### config.mk
export PLATFORM = sky130hd
export DESIGN_NAME = cell_scheduler_flat
export DESIGN_NICKNAME = d
export VERILOG_FILES = /design/src/rtl/cell_sched_pkg.sv /design/src/rtl/cell_sched_if.sv /design/src/rtl/rr_arbiter.sv /design/src/rtl/cell_scheduler.sv /design/src/flat_wrapper.sv
export SDC_FILE = /design/constraint.sdc
export NUM_CORES = 1
export LEC_CHECK = 0
export BUFFER_PORTS_ARGS = -buffer_cell sky130_fd_sc_hd__buf_2
export CORE_UTILIZATION = 41
export DETAILED_ROUTE_END_ITERATION = 12
export GPL_TIMING_DRIVEN = 0
export PLACE_DENSITY = 0.76
export SLEW_MARGIN = 0
export SYNTH_ARGS = -nofsm -noshare
export SYNTH_HDL_FRONTEND = slang
export SYNTH_SLANG_ARGS = --single-unit
export TNS_END_PERCENT = 1
### constraint.sdc
create_clock -name SYSCLK -period 1.97 [get_ports SYSCLK]
set_clock_uncertainty 0.2 [all_clocks]
set_input_delay 0.4925 -clock SYSCLK [delete_from_list [all_inputs] [get_ports SYSCLK]]
set_output_delay 0.4925 -clock SYSCLK [all_outputs]
set_load 0.005 [all_outputs]
### src/rtl/cell_sched_pkg.sv
// Shared types for the cell scheduler: RGB cell, opcode, FSM states and the
// latched request bundle handed to the CellProcessor.
package cell_sched_pkg;

  localparam int NUM_REQ = 2;

  typedef struct packed {
    logic [7:0] r;
    logic [7:0] g;
    logic [7:0] b;
  } rgb_t;

  typedef logic [3:0] opcode_t;

  typedef enum logic [1:0] {IDLE, ISSUE, WAIT, RESP} sched_state_t;

  typedef struct packed {
    rgb_t    cell_a;
    rgb_t    cell_b;
    opcode_t opcode;
  } cell_req_t;

endpackage

### src/rtl/cell_sched_if.sv
// Requester, response and CellProcessor-side signals of the cell scheduler.
// slave = scheduler view, master = requester/processor environment view.
interface cell_sched_if #(
  parameter int CNT_W = 16
) ();
  import cell_sched_pkg::*;

  logic [NUM_REQ-1:0] req;
  logic [23:0]        cellA0, cellB0, cellA1, cellB1;
  logic [3:0]         opcode0, opcode1;
  logic [NUM_REQ-1:0] grant;
  logic [23:0]        rsp_data;
  logic [NUM_REQ-1:0] rsp_valid;
  logic [NUM_REQ-1:0] rsp_ready;
  logic [23:0]        proc_cellA, proc_cellB;
  logic [3:0]         proc_opcode;
  logic               proc_start;
  logic [23:0]        processedCell;
  logic               busy;
  logic [CNT_W-1:0]   op_count;

  modport slave (
    input  req, cellA0, cellB0, cellA1, cellB1, opcode0, opcode1,
           rsp_ready, processedCell,
    output grant, rsp_data, rsp_valid, proc_cellA, proc_cellB,
           proc_opcode, proc_start, busy, op_count
  );

  modport master (
    output req, cellA0, cellB0, cellA1, cellB1, opcode0, opcode1,
           rsp_ready, processedCell,
    input  grant, rsp_data, rsp_valid, proc_cellA, proc_cellB,
           proc_opcode, proc_start, busy, op_count
  );

endinterface

### src/rtl/rr_arbiter.sv
// Two-way round-robin arbiter. The priority pointer is held here and is
// reloaded from 'pointer' whenever 'advance' pulses.
module rr_arbiter
  import cell_sched_pkg::*;
(
  input  logic               clk,
  input  logic               rst_n,
  input  logic [NUM_REQ-1:0] req,
  input  logic               pointer,
  input  logic               advance,
  output logic [NUM_REQ-1:0] gnt
);

  logic ptr_q, ptr_d;

  always_comb begin
    ptr_d = advance ? pointer : ptr_q;
    gnt   = '0;
    if (req[ptr_q])       gnt[ptr_q]  = 1'b1;
    else if (req[~ptr_q]) gnt[~ptr_q] = 1'b1;
  end

  always_ff @(posedge clk or negedge rst_n) begin
    if (!rst_n) ptr_q <= 1'b0;
    else        ptr_q <= ptr_d;
  end

endmodule

### src/rtl/cell_scheduler.sv
// Time-shares one CellProcessor between two requesters: round-robin grant,
// operand latch, fixed-latency wait, then valid/ready return of the result.
module cell_scheduler
  import cell_sched_pkg::*;
#(
  parameter int PROC_LATENCY = 1,
  parameter int CNT_W        = 16
) (
  input  logic       SYSCLK,
  input  logic       RST,
  cell_sched_if.slave bus
);

  cell_req_t [NUM_REQ-1:0] req_in;
  assign req_in[0] = {bus.cellA0, bus.cellB0, bus.opcode0};
  assign req_in[1] = {bus.cellA1, bus.cellB1, bus.opcode1};

  sched_state_t       state_q, state_d;
  logic               win_q, win_d;
  logic [3:0]         cnt_q, cnt_d;
  cell_req_t          proc_q, proc_d;
  logic               proc_start_q, proc_start_d;
  logic [23:0]        rsp_data_q, rsp_data_d;
  logic [NUM_REQ-1:0] rsp_valid_q, rsp_valid_d;
  logic [CNT_W-1:0]   op_count_q, op_count_d;
  logic               advance;
  logic [NUM_REQ-1:0] gnt;

  // Pointer always moves to the loser of the transaction just completed.
  rr_arbiter u_arb (
    .clk     (SYSCLK),
    .rst_n   (RST),
    .req     (bus.req),
    .pointer (~win_q),
    .advance (advance),
    .gnt     (gnt)
  );

  always_comb begin
    state_d      = state_q;
    win_d        = win_q;
    cnt_d        = cnt_q;
    proc_d       = proc_q;
    proc_start_d = 1'b0;
    rsp_data_d   = rsp_data_q;
    rsp_valid_d  = rsp_valid_q;
    op_count_d   = op_count_q;
    advance      = 1'b0;
    case (state_q)
      IDLE: begin
        if (|gnt) begin
          win_d        = gnt[1];
          proc_d       = req_in[gnt[1]];
          proc_start_d = 1'b1;
          state_d      = ISSUE;
        end
      end
      ISSUE: begin
        cnt_d   = 4'(PROC_LATENCY - 1);
        state_d = WAIT;
      end
      WAIT: begin
        if (cnt_q == 4'd0) begin
          rsp_data_d         = bus.processedCell;
          rsp_valid_d[win_q] = 1'b1;
          state_d            = RESP;
        end else begin
          cnt_d = cnt_q - 4'd1;
        end
      end
      RESP: begin
        if (bus.rsp_ready[win_q]) begin
          rsp_valid_d = '0;
          op_count_d  = op_count_q + 1'b1;
          advance     = 1'b1;
          state_d     = IDLE;
        end
      end
      default: state_d = IDLE;
    endcase
  end

  always_ff @(posedge SYSCLK or negedge RST) begin
    if (!RST) begin
      state_q      <= IDLE;
      win_q        <= 1'b0;
      cnt_q        <= '0;
      proc_q       <= '0;
      proc_start_q <= 1'b0;
      rsp_data_q   <= '0;
      rsp_valid_q  <= '0;
      op_count_q   <= '0;
    end else begin
      state_q      <= state_d;
      win_q        <= win_d;
      cnt_q        <= cnt_d;
      proc_q       <= proc_d;
      proc_start_q <= proc_start_d;
      rsp_data_q   <= rsp_data_d;
      rsp_valid_q  <= rsp_valid_d;
      op_count_q   <= op_count_d;
    end
  end

  // Grant is Mealy on req; gated by RST so every output reads 0 in reset.
  assign bus.grant       = (state_q == IDLE && RST) ? gnt : '0;
  assign bus.proc_cellA  = proc_q.cell_a;
  assign bus.proc_cellB  = proc_q.cell_b;
  assign bus.proc_opcode = proc_q.opcode;
  assign bus.proc_start  = proc_start_q;
  assign bus.rsp_data    = rsp_data_q;
  assign bus.rsp_valid   = rsp_valid_q;
  assign bus.busy        = (state_q != IDLE);
  assign bus.op_count    = op_count_q;

endmodule

### src/flat_wrapper.sv
// flat-port wrapper written by rule: the top's interface ports become plain ports
module cell_scheduler_flat import cell_sched_pkg::*;
#(
  parameter int PROC_LATENCY = 1,
  parameter int CNT_W        = 16
)
  (SYSCLK, RST, bus_req, bus_cellA0, bus_cellB0, bus_cellA1, bus_cellB1, bus_opcode0, bus_opcode1, bus_rsp_ready, bus_processedCell, bus_grant, bus_rsp_data, bus_rsp_valid, bus_proc_cellA, bus_proc_cellB, bus_proc_opcode, bus_proc_start, bus_busy, bus_op_count);
  cell_sched_if #(.CNT_W(CNT_W)) bus_i ();
  input  logic SYSCLK;
  input  logic RST;
  input wire logic [$bits(bus_i.req)-1:0] bus_req;
  input wire logic [$bits(bus_i.cellA0)-1:0] bus_cellA0;
  input wire logic [$bits(bus_i.cellB0)-1:0] bus_cellB0;
  input wire logic [$bits(bus_i.cellA1)-1:0] bus_cellA1;
  input wire logic [$bits(bus_i.cellB1)-1:0] bus_cellB1;
  input wire logic [$bits(bus_i.opcode0)-1:0] bus_opcode0;
  input wire logic [$bits(bus_i.opcode1)-1:0] bus_opcode1;
  input wire logic [$bits(bus_i.rsp_ready)-1:0] bus_rsp_ready;
  input wire logic [$bits(bus_i.processedCell)-1:0] bus_processedCell;
  output wire logic [$bits(bus_i.grant)-1:0] bus_grant;
  output wire logic [$bits(bus_i.rsp_data)-1:0] bus_rsp_data;
  output wire logic [$bits(bus_i.rsp_valid)-1:0] bus_rsp_valid;
  output wire logic [$bits(bus_i.proc_cellA)-1:0] bus_proc_cellA;
  output wire logic [$bits(bus_i.proc_cellB)-1:0] bus_proc_cellB;
  output wire logic [$bits(bus_i.proc_opcode)-1:0] bus_proc_opcode;
  output wire logic [$bits(bus_i.proc_start)-1:0] bus_proc_start;
  output wire logic [$bits(bus_i.busy)-1:0] bus_busy;
  output wire logic [$bits(bus_i.op_count)-1:0] bus_op_count;
  assign bus_i.req = bus_req;
  assign bus_i.cellA0 = bus_cellA0;
  assign bus_i.cellB0 = bus_cellB0;
  assign bus_i.cellA1 = bus_cellA1;
  assign bus_i.cellB1 = bus_cellB1;
  assign bus_i.opcode0 = bus_opcode0;
  assign bus_i.opcode1 = bus_opcode1;
  assign bus_i.rsp_ready = bus_rsp_ready;
  assign bus_i.processedCell = bus_processedCell;
  assign bus_grant = bus_i.grant;
  assign bus_rsp_data = bus_i.rsp_data;
  assign bus_rsp_valid = bus_i.rsp_valid;
  assign bus_proc_cellA = bus_i.proc_cellA;
  assign bus_proc_cellB = bus_i.proc_cellB;
  assign bus_proc_opcode = bus_i.proc_opcode;
  assign bus_proc_start = bus_i.proc_start;
  assign bus_busy = bus_i.busy;
  assign bus_op_count = bus_i.op_count;
  cell_scheduler #(.PROC_LATENCY(PROC_LATENCY), .CNT_W(CNT_W)) u_core (.SYSCLK(SYSCLK), .RST(RST), .bus(bus_i));
endmodule
# Word-level counts from Yosys, hierarchy flattened
# Cells that the tools add are included.
dict set report totals {
  input_bits 134
  word_cells 79
  reg_bits 103
  out_inout_bits 98
}
dict set report op_classes {
  n_lt_le_gt_ge 7
  add_sub_neg 2
  bitwise 3
  mux 29
  n_eq_ne 7
  n_reduce_logical 16
}
# cell count
set op_table {}
lappend op_table {{$mux W52} 2}
lappend op_table {{$add A16 B1 Y16 const B} 1}
lappend op_table {{$mux W2} 7}
lappend op_table {{$mux W1} 13}
lappend op_table {{$lt A1 B2 Y1 const B} 4}
lappend op_table {{$pmux W2 S4} 1}
lappend op_table {{$pmux W4 S2} 1}
lappend op_table {{$reduce_and A2 Y1} 4}
lappend op_table {{$ne A2 B1 Y1 const B} 3}
lappend op_table {{$reduce_and A3 Y1} 2}
lappend op_table {{$reduce_bool A2 Y1} 3}
lappend op_table {{$eq A2 B2 Y1 const B} 2}
lappend op_table {{$logic_and A1 B1 Y1} 4}
lappend op_table {{$logic_not A4 Y1} 1}
lappend op_table {{$mux W4} 1}
lappend op_table {{$pmux W2 S2} 1}
lappend op_table {{$sub A4 B1 Y4 const B} 1}
lappend op_table {{$demux W1 S1} 3}
lappend op_table {{$ge A1 B1 Y1 const B} 3}
lappend op_table {{$eq A2 B1 Y1 const B} 1}
lappend op_table {{$logic_not A2 Y1} 1}
lappend op_table {{$ne A2 B2 Y1 const B} 1}
lappend op_table {{$not A1 Y1} 2}
lappend op_table {{$or A2 B2 Y2} 1}
lappend op_table {{$reduce_or A2 Y1} 1}

# Logic depth before layout (Yosys ltp)
dict set report logic_depth {
  ltp_word 10
  ltp_mapped 7
  depth_no_buf 6
}

# By module
# Synthesis repeated with hierarchy kept, for this count alone.
dict set report hier_totals {
  cells_unflattened 397
  area_unflattened_um2 4550.6
}
# mod cells_per_inst area_per_inst_um2 seq_area_each_um2 n_inst
set by_module_without_submodules {}
lappend by_module_without_submodules {cell_scheduler 391 4498.1 2552.4 1}
lappend by_module_without_submodules {rr_arbiter 6 52.6 25.0 1}

# Worst setup path before layout
# OpenSTA, ideal clock, no wires.
dict set report synth_timing {
  path_type {reg-to-reg}
  from {register u_core.state_q[0]}
  to {register u_core.rsp_data_q[10], in the netlist u_core.bus.rsp_data[10]}
  slack_ps -4
  path_stages_with_launch 7
  arrival_ps 1650
  setup_ps 125
  t_required_ps 1645
  path_buffers 2
  period_less_slack_ps 1974
  path_cell_list {dfrtp_1 inv_1 ha_1 and4bb_2 buf_2 buf_2 mux2_2}
}
dict set report synth_via {
  elab_chain_cells 2
}
# item line
set synth_lines {}
lappend synth_lines {{start: declaration} cell_scheduler.sv:18} ;# sched_state_t state_q, state_d;
lappend synth_lines {{start signal: assignment} cell_scheduler.sv:94} ;# state_q <= state_d;
lappend synth_lines {{$eq A2 B2 Y1} cell_scheduler.sv:49} ;# case (state_q)
lappend synth_lines {{$reduce_and A2 Y1 (no source line)} --}
lappend synth_lines {{end signal: assignment} cell_scheduler.sv:99} ;# rsp_data_q <= rsp_data_d;
lappend synth_lines {{end: declaration} cell_scheduler.sv:23} ;# logic [23:0] rsp_data_q, rsp_data_d;
# Every way passes these cells.
# A chain may end at the register's enable or synchronous reset.

# Final worst setup path
dict set report layout_timing {
  from {register u_core.state_q[0]}
  to {output port bus_grant[0]}
}
dict set report layout_via {
  elab_chain_cells 3
}
# item line
set layout_lines {}
lappend layout_lines {{$logic_not A2 Y1} cell_scheduler.sv:106} ;# assign bus.grant = (state_q == IDLE && RST) ? gnt : '0;
lappend layout_lines {{$logic_and A1 B1 Y1} cell_scheduler.sv:106}
lappend layout_lines {{$mux W2} cell_scheduler.sv:106}
lappend layout_lines {{end: declaration} flat_wrapper.sv:20} ;# output wire logic [$bits(bus_i.grant)-1:0] bus_grant;
# Every way passes these cells.

==> results.cfg <==
[placement]
dp_hpwl_um = 8690
portBuffers = 231
gp_congestion = 0.727
preCtsSetupSlack_ns = -0.558

[clock_tree]
h-tree-depth = 3
clk_latency_ns = 0.37
cts_tree = built
clock_sinks = 103
clockBufferDepth = 2
root_buffer = clkbuf_8
numCtsBuffers = 9
clk_pin_slew_ns = 0.10

[critical_path]
cp.arrival_ns = 1.39
worstSetupEndpointType = output pin
r2r-end = u_core.bus.rsp_data[19]
worstSetupEndpoint = bus_grant[0]
ff2ff_path_depth = 6
r2r_slack_ns = 0
required_ns = 1.28
cp_max_fo = 3
r2r-start = u_core.state_q[1]
path_class = register to output pin
start_kind = register
crit_path_start = u_core.state_q[0]

[synth]
synth-seq-cells = 103
synth_common_cells = 103 x dfrtp_1, 67 x nand2_1, 63 x o21ai_0
synthesis.area_um2 = 4590
syn_area_per_cell_um2 = 11.3
synthMuxAreaShare_pct = 17.8
synth_fa_ha_area_share_pct = 1.64
synth.most_common_cell = dfrtp_1
synth_ff_type = dfrtp_1
synth-compound-area-share_pct = 8.29
synth_top_area_share_pct = 56.2
yosysWarnings = 0
synth_top_family_by_area = multiplexers
synth_edf_count = 0
syn_nets = 545
yosysTopAreaCell = dfrtp_1
ys_seq_area_share_pct = 56.2
synth_xor_area_share_pct = 3.06
ys_types = 32
yosys-top-cells-area = dfrtp_1 56%, mux2i_1 11%, o21ai_0 6.9%
synthSimpleGateAreaFrac_pct = 9.90
syn_inst = 405
async_reset_ff_share_pct = 100

[final_layout]
post-route-util_pct = 58.5
seq_area_um2 = 2580
area_delta_synth_final_pct = 39.0
fill_cells = 914
finalNetCount = 795
num_antenna_cells = 0
multi_input_area_um2 = 1890
drive_above_1_share_pct = 46.7

[timing]
max_freq_mhz = 480
whs_ns = -0.241
period_share_pct = 106
slew_headroom_pct = 58.1
setup_viol = 4
rsz0062_at_grt = true
maxSlewViolCount = 0
worstMarginPinSlew_ns = 0.616
fin_crit_ns = 2.08
worst_slack_ns = -0.113
hold_viol = 44

[floorplan]
fp-row-count = 38
die_area_um2 = 11600
coreArea_um2 = 10900
die_x_um = 108
die_y_um = 108
io_pins = 232
initial_core_util_pct = 42.1

[route]
vias_per_cell = 4.89
vias = 3911
drt_first_pass_iters = 4
wl_per_cell_um = 14.4
routed_wl_um = 11500
drc = 0
drt_iter0_drc = 119
ant_nets = 0

[pwr]
ir_drop_uv = 681
cellPowerDensity_nw_per_um2 = 1310
finalPower_w = 0.00836
p_leak_nw = 3.37

[status]
violations = negative hold slack, negative setup slack
status = finished, violations left

[global_routing]
grt_max_degree = 48
grt_pass1_vias = 3816
overflow = 0
grt_pass1_wl_um = 18200
grt_usage_pct = 20.7
antenna_found_initial = 0

[hold_path]
hp-class = input pin to asynchronous set/reset pin

[flow_run]
drv_cap = 0
[how the worst min path moves through the flow]
stage | endpoint | slack, ns
after floorplan | u_core.bus.op_count[0] | -0.003
after global placement | u_core.bus.proc_cellB[8] | 0.26
after detailed placement | u_core.bus.proc_cellB[22] | 0.26
after CTS | u_core.bus.proc_cellB[22] | -0.24
after global routing | u_core.bus.proc_cellB[14] | -0.25
final | u_core.bus.proc_cellB[14] | -0.24
[repair_timing]
action	CTS	global route
pin swaps	1	2
endpoints found under the setup margin	78	69
gates cloned	2	0
resized for setup	17	16
endpoints found under the hold margin	44	44
setup buffers	6	0
[kinds of logic (layout without fill, tap and decap cells)]
group / count (synthesis) / after routing
multiplexers: 78 / 78
flip-flops: 103 / 103
adder cells (fa/ha/maj): 6 / 6
AO/OA/AOI/OAI: 72 / 72
buffers and inverters: 30 / 285
XOR/XNOR: 16 / 16
AND/OR/NAND/NOR: 100 / 100
[routing by layer]
| metal | wire length (um) | vias to the layer above | GRT usage [%] |
|---|---|---|---|
| li1 | - | 1889 | - |
| met1 | 4660 | 1871 | 22.8 |
| met2 | 6180 | 139 | 38.8 |
| met3 | 528 | 12 | 3.45 |
| met4 | 171 | 0 | 8.51 |
| met5 | 0 | - | 0 |
[placed cells by master, fill, tap and decap left out, types with 4 or more instances in the layout]
cell type	netlist	layout
inv_1	9	7
mux2i_1	52	52
nor2_1	9	8
clkbuf_8	0	11
o21ai_0	63	62
nand3_1	5	5
nand2_1	67	67
mux2_2	25	25
buf_2	6	232
buf_6	0	8
clkbuf_2	0	4
xnor2_1	14	14
dfrtp_1	103	102
nand4_1	7	7
clkbuf_1	9	6
buf_4	6	7
[final cells by class]
class                           count  share of cell area [%]
Clock buffer                       12                    2.43
Clock inverter                      4                    1.22
Multi-Input combinational cell    272                    29.6
Timing Repair Buffer              240                    20.7
Inverter                            9                   0.530
Buffer                             20                    2.24
Sequential cell                   103                    40.5
Tap cell                          140                    2.75
[registers in the layout (all words and copies together) (netlist names)]
name / flops
u_core.bus.op_count: 16
u_core.bus.proc_cellA: 24
u_core.bus.proc_cellB: 24
u_core.bus.proc_opcode: 4
u_core.bus.proc_start: 1
u_core.bus.rsp_data: 24
u_core.bus.rsp_valid: 2
u_core.cnt_q: 4
u_core.state_q: 2
u_core.u_arb.ptr_q: 1
u_core.win_q: 1
[report_power, final]
part / switching (W) / leakage (nW) / internal [W]
logic: 0.00167 / 1.98 / 0.00171
registers: 0.000478 / 1.27 / 0.00299
clock network: 0.000715 / 0.117 / 0.000790
total: 0.00286 / 3.37 / 0.00550
[worst max-delay path, stage by stage (launching register included)]
cell      delay, ns
dfrtp_1        0.41
inv_2          0.09
ha_4           0.15
nand2_1        0.07
a211oi_1       0.15
buf_2          0.15
[metrics by stage]
stage	instance area, um2	std cells	setup TNS (ns)
global placement	5920	776	-110.37
finish	6370	800	-0.190
floorplan	4590	405	0
global route	6370	800	-1.49
detailed placement	5950	777	-21.68
CTS	6340	800	-0.171
No activity file was read; power rests on OpenSTA's default activity.
